===== config.mk =====
export PLATFORM = sky130hd
export DESIGN_NAME = ext_int_ctrl
export DESIGN_NICKNAME = d
export VERILOG_FILES = /design/src/rtl/ext_int_ctrl_pkg.sv /design/src/rtl/ext_int_filter.sv /design/src/rtl/ext_int_ctrl.sv
export SDC_FILE = /design/constraint.sdc
export NUM_CORES = 1
export LEC_CHECK = 0
export CAP_MARGIN = 15
export CORE_MARGIN = 5
export CORE_UTILIZATION = 40
export DETAILED_ROUTE_END_ITERATION = 10
export PLACE_DENSITY = 0.68
export SKIP_CTS_REPAIR_TIMING = 1
export SYNTH_ARGS = -nofsm -noshare
export SYNTH_HDL_FRONTEND = slang
export SYNTH_SLANG_ARGS = --single-unit

===== constraint.sdc =====
create_clock -name clk -period 5 [get_ports clk]
set_clock_uncertainty 0.05 [all_clocks]
set_input_delay 1.25 -clock clk [delete_from_list [all_inputs] [get_ports clk]]
set_output_delay 1.25 -clock clk [all_outputs]
set_load 0.01 [all_outputs]

===== src/rtl/ext_int_ctrl_pkg.sv =====
// ext_int_ctrl_pkg
//   Shared constants and types for the external interrupt front end.
//   VecSize / VecT describe the CLIC vector index space; the ExtInt*
//   constants are the default configuration of ext_int_ctrl.
//   Build option: EXT_INT_DEBOUNCE_EN (see ext_int_filter).
package ext_int_ctrl_pkg;

  localparam int VecSize = 64;
  localparam int VecW    = $clog2(VecSize);
  typedef logic [VecW-1:0] VecT;

  localparam int ExtIntNum      = 4;
  localparam int ExtIntFirstId  = 1;
  localparam int ExtIntDebounce = 16;

  // Wrap an index into 0..n-1 (round-robin search and pointer update).
  function automatic int rr_wrap(input int idx, input int n);
    return (n > 0) ? (idx % n) : 0;
  endfunction

endpackage


===== src/rtl/ext_int_filter.sv =====
// ext_int_filter
//   One external request line: two-flop synchronizer followed by the
//   filtered level. With EXT_INT_DEBOUNCE_EN defined, the level only
//   follows the synchronized input after it has differed from the current
//   level for DebounceCycles-1 consecutive cycles; otherwise level = s2.
// Ports:
//   clk     in   system clock
//   reset   in   asynchronous, active-high reset
//   src_in  in   raw asynchronous request line
//   level   out  synchronized (and optionally debounced) level
module ext_int_filter
  import ext_int_ctrl_pkg::*;
#(
  parameter int DebounceCycles = ExtIntDebounce
) (
  input  logic clk,
  input  logic reset,
  input  logic src_in,
  output logic level
);

  logic s1_q;
  logic s2_q;

  always_ff @(posedge clk or posedge reset) begin
    if (reset) begin
      s1_q <= 1'b0;
      s2_q <= 1'b0;
    end else begin
      s1_q <= src_in;
      s2_q <= s1_q;
    end
  end

`ifdef EXT_INT_DEBOUNCE_EN
  localparam int CntW = $clog2(DebounceCycles);
  // The count is compared before incrementing, so firing on DebounceCycles-2
  // means the level flips on the (DebounceCycles-1)th consecutive mismatch.
  localparam logic [CntW-1:0] FireCnt = CntW'(DebounceCycles - 2);

  logic [CntW-1:0] cnt_q, cnt_d;
  logic            level_q, level_d;

  always_comb begin
    cnt_d   = '0;
    level_d = level_q;
    if (s2_q != level_q) begin
      if (cnt_q == FireCnt) begin
        level_d = s2_q;
      end else begin
        cnt_d = cnt_q + 1'b1;
      end
    end
  end

  always_ff @(posedge clk or posedge reset) begin
    if (reset) begin
      cnt_q   <= '0;
      level_q <= 1'b0;
    end else begin
      cnt_q   <= cnt_d;
      level_q <= level_d;
    end
  end

  assign level = level_q;
`else
  // Debounce depth has no meaning without the counters.
  logic unused_db;
  assign unused_db = (DebounceCycles > 1);
  assign level     = s2_q;
`endif

endmodule


===== src/rtl/ext_int_ctrl.sv =====
// ext_int_ctrl
//   Multi-source external interrupt front end for the CLIC. Each source is
//   filtered (ext_int_filter), rising edges are latched as pending requests
//   and a round-robin arbiter issues one pend command at a time over a
//   valid/ready handshake. Edges that hit an already latched request set a
//   sticky overrun bit instead of being dropped silently.
//   Build option: EXT_INT_DEBOUNCE_EN enables per-source debounce counters.
// Ports:
//   clk            in   system clock
//   reset          in   asynchronous, active-high reset
//   src_in         in   raw request lines [NumSrc]
//   src_mask       in   1 = latch edges of that source [NumSrc]
//   pend_valid     out  pend command available
//   pend_id        out  CLIC vector index to pend (VecT)
//   pend_ready     in   CLIC accepts the command this cycle
//   overrun        out  sticky per-source overrun [NumSrc]
//   overrun_clear  in   clears matching overrun bits [NumSrc]
module ext_int_ctrl
  import ext_int_ctrl_pkg::*;
#(
  parameter int NumSrc         = ExtIntNum,
  parameter int FirstId        = ExtIntFirstId,
  parameter int DebounceCycles = ExtIntDebounce
) (
  input  logic              clk,
  input  logic              reset,
  input  logic [NumSrc-1:0] src_in,
  input  logic [NumSrc-1:0] src_mask,
  output logic              pend_valid,
  output logic [VecW-1:0]   pend_id,
  input  logic              pend_ready,
  output logic [NumSrc-1:0] overrun,
  input  logic [NumSrc-1:0] overrun_clear
);

  localparam int PtrW = (NumSrc > 1) ? $clog2(NumSrc) : 1;

  logic [NumSrc-1:0] f;
  logic [NumSrc-1:0] f_q;
  logic [NumSrc-1:0] rise;
  logic [NumSrc-1:0] latch;
  logic [NumSrc-1:0] req_q, req_d;
  logic [NumSrc-1:0] ovr_q, ovr_d;
  logic [NumSrc-1:0] gnt_oh;
  logic [PtrW-1:0]   rr_ptr_q, rr_ptr_d;
  logic [PtrW-1:0]   gnt_idx;
  logic [PtrW-1:0]   cand;
  logic              found;
  logic              idle;
  logic              pend_valid_q, pend_valid_d;
  VecT               pend_id_q, pend_id_d;

  genvar gi;
  generate
    for (gi = 0; gi < NumSrc; gi++) begin : g_src
      ext_int_filter #(
        .DebounceCycles(DebounceCycles)
      ) u_filter (
        .clk   (clk),
        .reset (reset),
        .src_in(src_in[gi]),
        .level (f[gi])
      );
    end
  endgenerate

  assign rise  = f & ~f_q;
  assign latch = rise & src_mask;
  // The output register can take a new command when empty or being consumed.
  assign idle  = !pend_valid_q || pend_ready;

  // Round-robin pick among latched requests, starting at rr_ptr.
  always_comb begin
    found   = 1'b0;
    gnt_idx = '0;
    cand    = '0;
    gnt_oh  = '0;
    for (int k = 0; k < NumSrc; k++) begin
      cand = PtrW'(rr_wrap(int'(rr_ptr_q) + k, NumSrc));
      if (!found && req_q[cand]) begin
        found   = 1'b1;
        gnt_idx = cand;
      end
    end
    if (idle && found) begin
      gnt_oh[gnt_idx] = 1'b1;
    end
  end

  always_comb begin
    // A grant and a fresh edge on the same source leave the request set.
    req_d        = (req_q & ~gnt_oh) | latch;
    // Set has priority over clear on the same bit.
    ovr_d        = (ovr_q & ~overrun_clear) | (latch & req_q & ~gnt_oh);
    pend_valid_d = pend_valid_q;
    pend_id_d    = pend_id_q;
    rr_ptr_d     = rr_ptr_q;
    if (idle) begin
      pend_valid_d = found;
      if (found) begin
        pend_id_d = VecW'(FirstId) + VecW'(gnt_idx);
        rr_ptr_d  = PtrW'(rr_wrap(int'(gnt_idx) + 1, NumSrc));
      end
    end
  end

  always_ff @(posedge clk or posedge reset) begin
    if (reset) begin
      f_q          <= '0;
      req_q        <= '0;
      ovr_q        <= '0;
      rr_ptr_q     <= '0;
      pend_valid_q <= 1'b0;
      pend_id_q    <= '0;
    end else begin
      f_q          <= f;
      req_q        <= req_d;
      ovr_q        <= ovr_d;
      rr_ptr_q     <= rr_ptr_d;
      pend_valid_q <= pend_valid_d;
      pend_id_q    <= pend_id_d;
    end
  end

  assign pend_valid = pend_valid_q;
  assign pend_id    = pend_id_q;
  assign overrun    = ovr_q;

endmodule


### Yosys cells after proc, flatten, opt, wreduce, memory -nomap -nowiden

Index checks and enable logic that the tools add are counted.

* register bits: 29
* output and inout bits: 11
* word-level logic and storage cells: 66

* add/sub/neg operators: 5
* order comparisons: 6
* muxes and demuxes: 19
* bitwise operators: 11
* reductions and logical operators: 11

Operators by type and width (number)
* 4-bit AND: 6
* 2-bit by 3-bit less-than comparator with 1-bit output, second input constant: 5
* 4-bit NOT: 3
* 1-bit 2-to-1 mux: 9
* 1-bit binary-select mux with 2-bit select: 4
* 2-bit 2-to-1 mux: 4
* 4-bit bitwise OR: 2
* 1-bit logical AND: 5
* 2-bit by 1-bit adder with 2-bit output, second input constant: 2
* 2-bit adder, second input constant: 2
* 1-bit logical NOT: 4
* 4-bit 2-to-1 mux: 1
* 1-bit by 2-bit adder with 3-bit output, first input constant: 1
* 1-bit demux with 2-bit select: 1
* 2-bit by 1-bit >= comparator with 1-bit output, second input constant: 1
* 2-bit AND reduction: 1
* 1-bit logical OR: 1

### Longest topological paths before layout

Gate-level depths: netlist of the first run.

* word-level depth: 20
* mapped depth: 7

### By module

A second synthesis of the first run with hierarchy kept.

* cells, all modules: 79
* area total of the unflattened synthesis: 959.7 sq um

Modules (own cells, without submodules)
* ext_int_ctrl: times used 1, cells an instance 67, area an instance 744.5 sq um
* ext_int_filter: times used 4, cells an instance 3, area an instance 53.8 sq um

### Worst setup path before layout of the first run

OpenSTA, ideal clock, no wires.

* kind: input port to flip-flop
* start: in pend_ready
* end: reg pend_id_q[1], in the netlist pend_id[1]
* arrival: 1.916 ns
* data required time: 4.825 ns
* slack: 2.909 ns
* stages on the path: 3
* buffers on the path: 0
* path through: and2b_1 > nor2_2 > mux2_4

* word-level cells in the longest chain between the ends: 2

Ends and longest elaborated chain
* from (decl): RTL line ext_int_ctrl.sv:31 `input logic pend_ready,`
* 1-bit logical OR: RTL line ext_int_ctrl.sv:70 `assign idle = !pend_valid_q || pend_ready;`
* 2-bit AND reduction (no line)
* to (signal assigned): RTL line ext_int_ctrl.sv:121 `pend_id_q <= pend_id_d;`
* to (decl): RTL line ext_int_ctrl.sv:51 `VecT pend_id_q, pend_id_d;`

Every way passes these cells.
A chain may end at the register's enable or synchronous reset.

### Final worst setup path of the first run

* start: reg pend_id_q[1], in the netlist pend_id[1]
* end: out pend_id[1]

RTL lines
* to (decl): RTL line ext_int_ctrl.sv:30 `output logic [VecW-1:0] pend_id,`

No word-level cell between the ends.

==> flow_summary.json, run 1 <==
{
  "fin_nets": 124,
  "io_buffers": 22,
  "p_int_mw": 0.407,
  "cts_buffers": 3,
  "ios": 26,
  "antenna_cells": 0,
  "syn_area_um2": 977,
  "power.share.combinational": 0.414,
  "p_leak_nw": 0.558,
  "rsz0062_at_grt": "false",
  "hp-class": "reg -> reg",
  "wire_per_inst_um": 11.5,
  "max_stage_delay_ns": 0.58,
  "fin_util": 0.516,
  "crit_buf_inv": 1,
  "path_cells": "clkdlybuf4s50_1",
  "clkTransAtPathRegs_ns": 0.11,
  "setup_violations": 0,
  "grt_pass1_vias": 597,
  "swShare": 0.348,
  "power_mw": 0.624,
  "synth-seq-cells": 24,
  "synth_seq_area_share": 0.615,
  "gr-total-overflow": 0,
  "status": "finished, final reports clean",
  "tightest_slew_ns": 0.861,
  "grt_use_total": 0.103,
  "clock-sinks": 24,
  "finalSetupTns_ns": 0,
  "multiInputGateArea_um2": 328,
  "ctsRootBufferMaster": "clkbuf_4",
  "setup_ws_ns": 2.34,
  "drt_first_iter_violations": 12,
  "syn_inst": 79,
  "floorplan.initialDensity": 0.406,
  "clk_latency_ns": 0.30,
  "dr.pass1.iters": 2,
  "regArea_um2": 601,
  "routed_wl_um": 1530,
  "clockBufferDepth": 2,
  "post-route-drc-count": 0,
  "htreeDepth": 1,
  "gp_routability_congestion": 0.692,
  "power_density_mw_per_mm2": 502,
  "cts_tree": "built",
  "report.final.slew_viol_count": 0,
  "crit_path_max_fanout": 7,
  "slew_headroom": 0.426,
  "switching_power_mw": 0.217,
  "yosys-top-cells-area": "dfrtp_1, ha_1, inv_1, mux2_4, nand3b_1",
  "layout_common_cells": "dfrtp_1, clkdlybuf4s50_1, inv_1, nand2_1, o21ai_0",
  "rows": 18,
  "fmax_ghz": 0.376,
  "avgSynthCellArea_um2": 12.4,
  "post-route-period-util": 0.531,
  "whs_ns": 0.310,
  "drive_gt1_frac": 0.0680,
  "synth_top_area_cell": "dfrtp_1",
  "worstPathRequired_ns": 3.70,
  "grt_pass1_wl_um": 2680,
  "dp_slack_ns": 2.38,
  "drv_cap": 0,
  "final_antenna_net_count": 0,
  "crit_family": "buffers and inverters",
  "arrival_ns": 1.36,
  "critPathSlowestCell": "clkdlybuf4s50_1",
  "place_hpwl_um": 1220,
  "viasPerCell": 4.60,
  "antenna_found_initial": 0,
  "layout_commonest_cell": "dfrtp_1",
  "yosys_warnings": 0,
  "worstSetupPathType": "reg -> out",
  "vias": 612,
  "die_area_mm2": 0.00353,
  "die_h_um": 59.4,
  "core_area_mm2": 0.00241,
  "yosysUniqueCellTypes": 24,
  "crit_path_start_kind": "flip-flop",
  "period_needed_ns": 2.66,
  "fillCellCount": 213,
  "grt_max_degree": 25,
  "syn_to_final_growth_pct": 27.1,
  "p_clk_frac": 0.125,
  "irDropWorstVdd_v": 0.000280,
  "hold_viol_final": 0,
  "seqPwrFrac": 0.461,
  "synth_top_area_frac": 0.615,
  "worstSetupEndpointType": "primary output",
  "die_w_um": 59.4
}
-- per-layer routing --
metal / vias to the layer above / share of wire / global-route usage
li1: 304 / - / -
met1: 287 / 0.44 / 0.127
met2: 19 / 0.48 / 0.159
met3: 2 / 0.073 / 0.0283
met4: 0 / 0.0065 / 0.0583
met5: - / 0 / 0
-- layout make-up --
| cell class | count | share of cell area |
|---|---|---|
| flip-flops and latches | 24 | 0.483 |
| multi-input cells | 45 | 0.264 |
| repair buffers | 22 | 0.177 |
| well taps | 30 | 0.0302 |
| inverters | 9 | 0.0272 |
| clock buffers | 3 | 0.0181 |
-- cells by family after synthesis --
kind of cell / after synthesis / share of synthesized area
flops: 24 / 0.615
simple gates: 20 / 0.131
compound gates: 15 / 0.101
buf+inv: 12 / 0.0576
fa+ha+maj: 4 / 0.0512
mux: 3 / 0.0410
other cells: 1 / 0.00384
-- Yosys cell counts --
library cell and instances:
nand2_1 7, o22ai_1 4, mux2_4 2, a2bb2oi_1 1
nor2_2 1, conb_1 1, buf_4 3, nor4_4 1
o21ba_1 1, nor2_1 1, o21a_1 1, and2_1 1
nand2b_1 3, nor3b_1 1, ha_1 4, and2b_1 1
nand3b_1 4, inv_1 9, o21ai_0 5, a31oi_1 1
mux2i_1 1, dfrtp_1 24, a211o_1 1, a21o_1 1
-- final timing paths --
kind	cells past startpoint	to	from	slack, ns
hold / removal	0	g_src[3].u_filter.level	g_src[3].u_filter.s1_q	0.31
min in group asynchronous	2	f_q[0]	reset	1.37
hold reg to reg	0	g_src[3].u_filter.level	g_src[3].u_filter.s1_q	0.31
max in group asynchronous	2	pend_id[2]	reset	3.01
setup reg to reg	7	overrun[0]	req_q[3]	3.13
setup / recovery	1	pend_id[1]	pend_id[1]	2.34
-- registers in the layout, indices dropped and copies added (netlist names) --
signal	count
overrun	4
req_q	4
f_q	4
pend_valid	1
g_src.u_filter.s1_q	4
pend_id	2
rr_ptr_q	1
g_src.u_filter.level	4
-- per-stage QoR --
step | cell area (µm²) | cells
after CTS | 1240 | 133
after global placement | 1220 | 130
after global routing | 1240 | 133
after floorplan | 985 | 81
after detailed placement | 1220 | 130
final | 1240 | 133
-- power by group through the flow --
stage               Clock (mW)  Sequential (mW)  Combinational (mW)
floorplan                    0            0.290               0.172
global placement             0            0.289               0.251
detailed placement           0            0.293               0.262
CTS                     0.0829            0.289               0.264
global route            0.0927            0.297               0.294
finish                  0.0777            0.288               0.258
(Power assumes the default switching activity.)
==> inputs of run 2 (changes only) <==
==> constraint.sdc (replaced) <==
create_clock -name clk -period 2.6 [get_ports clk]
set_clock_uncertainty 0.05 [all_clocks]
set_input_delay 0.65 -clock clk [delete_from_list [all_inputs] [get_ports clk]]
set_output_delay 0.65 -clock clk [all_outputs]
set_load 0.01 [all_outputs]
==> run 2 against run 1 <==
Effect of this change:
- via count grew 2.6%
- sequential share of layout area shrank 0.29 points
- total power grew 92%
- final area grew 0.60%
- utilization grew 0.31 points
- cell count grew 0.75%
- combinational power grew 93%
- global-route usage shrank 0.20 points
- routed wire length grew 0.46%
- clock power grew 92%
- clock-buffer cell count is the same
==> flow_summary.json, run 2 (synthesis gave the netlist of run 1 again) <==
{
  "antenna_found_initial": 0,
  "core_area_mm2": 0.00241,
  "path_cells": "clkdlybuf4s50_1",
  "report.final.slew_viol_count": 0,
  "p_leak_nw": 0.563,
  "critPathSlowestCell": "clkdlybuf4s50_1",
  "cts_tree": "built",
  "rsz0062_at_grt": "false",
  "crit_path_max_fanout": 7,
  "worstPathRequired_ns": 1.90,
  "vias": 628,
  "worstSetupPathType": "reg -> out",
  "place_hpwl_um": 1200,
  "syn_to_final_growth_pct": 27.9,
  "die_area_mm2": 0.00353,
  "gr-total-overflow": 0,
  "hp-class": "reg -> reg",
  "clock-sinks": 24,
  "final_cells": 134,
  "post-route-drc-count": 0,
  "placed_area_mm2": 0.00123,
  "routed_wl_um": 1540,
  "fillCellCount": 217,
  "finalSetupTns_ns": 0,
  "irDropWorstVdd_v": 0.000587,
  "antenna_cells": 0,
  "worstSetupEndpointType": "primary output",
  "grt_pass1_wl_um": 2680,
  "post-route-period-util": 0.788,
  "drive_gt1_frac": 0.0769,
  "grt_use_total": 0.101,
  "clkTransAtPathRegs_ns": 0.12,
  "rr_worst_depth": 7,
  "wire_per_inst_um": 11.5,
  "dp.cells": 131,
  "regArea_um2": 601,
  "arrival_ns": 1.35,
  "crit_family": "buffers and inverters",
  "multiInputGateArea_um2": 328,
  "r2r_end": "overrun[1]",
  "clockBufferDepth": 2,
  "die_w_um": 59.4,
  "crit_buf_inv": 1,
  "rrSetupSlack_ns": 0.74,
  "grt_max_degree": 25,
  "fin_area_mm2": 0.00125,
  "power_density_mw_per_mm2": 959,
  "clk_latency_ns": 0.30,
  "die_h_um": 59.4,
  "rows": 18,
  "max_stage_delay_ns": 0.58,
  "final_antenna_net_count": 0,
  "status": "finished, final reports clean",
  "io_buffers": 22,
  "min_to": "g_src[1].u_filter.level",
  "dr.pass1.iters": 2,
  "layout_commonest_cell": "dfrtp_1",
  "timing.rr.start": "req_q[3]",
  "layout_common_cells": "dfrtp_1, clkdlybuf4s50_1, inv_1, nand2_1, o21ai_0",
  "grt_pass1_vias": 675,
  "fin_nets": 125,
  "hold_depth": 0,
  "floorplan.initialDensity": 0.406,
  "gp_routability_congestion": 0.691,
  "hold_viol_final": 0,
  "drt_first_iter_violations": 4,
  "drv_cap": 0,
  "fmax_ghz": 0.488,
  "cts_buffers": 3,
  "htreeDepth": 1,
  "setup_violations": 0,
  "ctsRootBufferMaster": "clkbuf_4",
  "period_needed_ns": 2.05,
  "worstHoldStart": "g_src[1].u_filter.s1_q",
  "viasPerCell": 4.69,
  "ios": 26,
  "crit_path_start_kind": "flip-flop"
}
[run 2: worst max path at each step]
stage / from / endpoint / cells past startpoint / slack, ns
after floorplan: req_q[3] / pend_id[1] / 5 / 0.91
after global placement: pend_ready / pend_id[2] / 4 / 0.59
after detailed placement: pend_ready / pend_id[2] / 4 / 0.58
after CTS: pend_id[1] / pend_id[1] / 1 / 0.52
after global routing: pend_id[1] / pend_id[1] / 1 / 0.45
final: pend_id[1] / pend_id[1] / 1 / 0.55
[run 2: final cells by class]
type | count | share of cell area
clock buffer | 3 | 0.0180
inverter | 9 | 0.0270
multi-input combinational | 45 | 0.262
sequential | 24 | 0.480
tap | 30 | 0.0300
timing repair buffer | 23 | 0.182
[run 2: through the flow]
stage	power [mW]	util	hold slack (ns)	setup WS (ns)
3_5_place_dp	1.07	0.509	0.286	0.579
6_report	1.20	0.519	0.311	0.550
2_1_floorplan	0.888	-	0.281	0.913
4_1_cts	1.22	0.519	0.315	0.525
5_1_grt	1.31	0.519	0.320	0.451
3_3_place_gp	1.04	0.509	0.282	0.586
[run 2: routing by layer]
metal,vias to the layer above,GRT usage,share of wire
met5,-,0,0
met2,16,0.165,0.49
met4,0,0.0583,0.0065
li1,307,-,-
met1,303,0.119,0.44
met3,2,0.0240,0.062
[run 2: power by group]
| group | switching [mW] | internal (mW) | leakage [nW] |
|---|---|---|---|
| clock | 0.0951 | 0.0539 | 0.0138 |
| sequential | 0.100 | 0.453 | 0.285 |
| combinational | 0.222 | 0.275 | 0.264 |
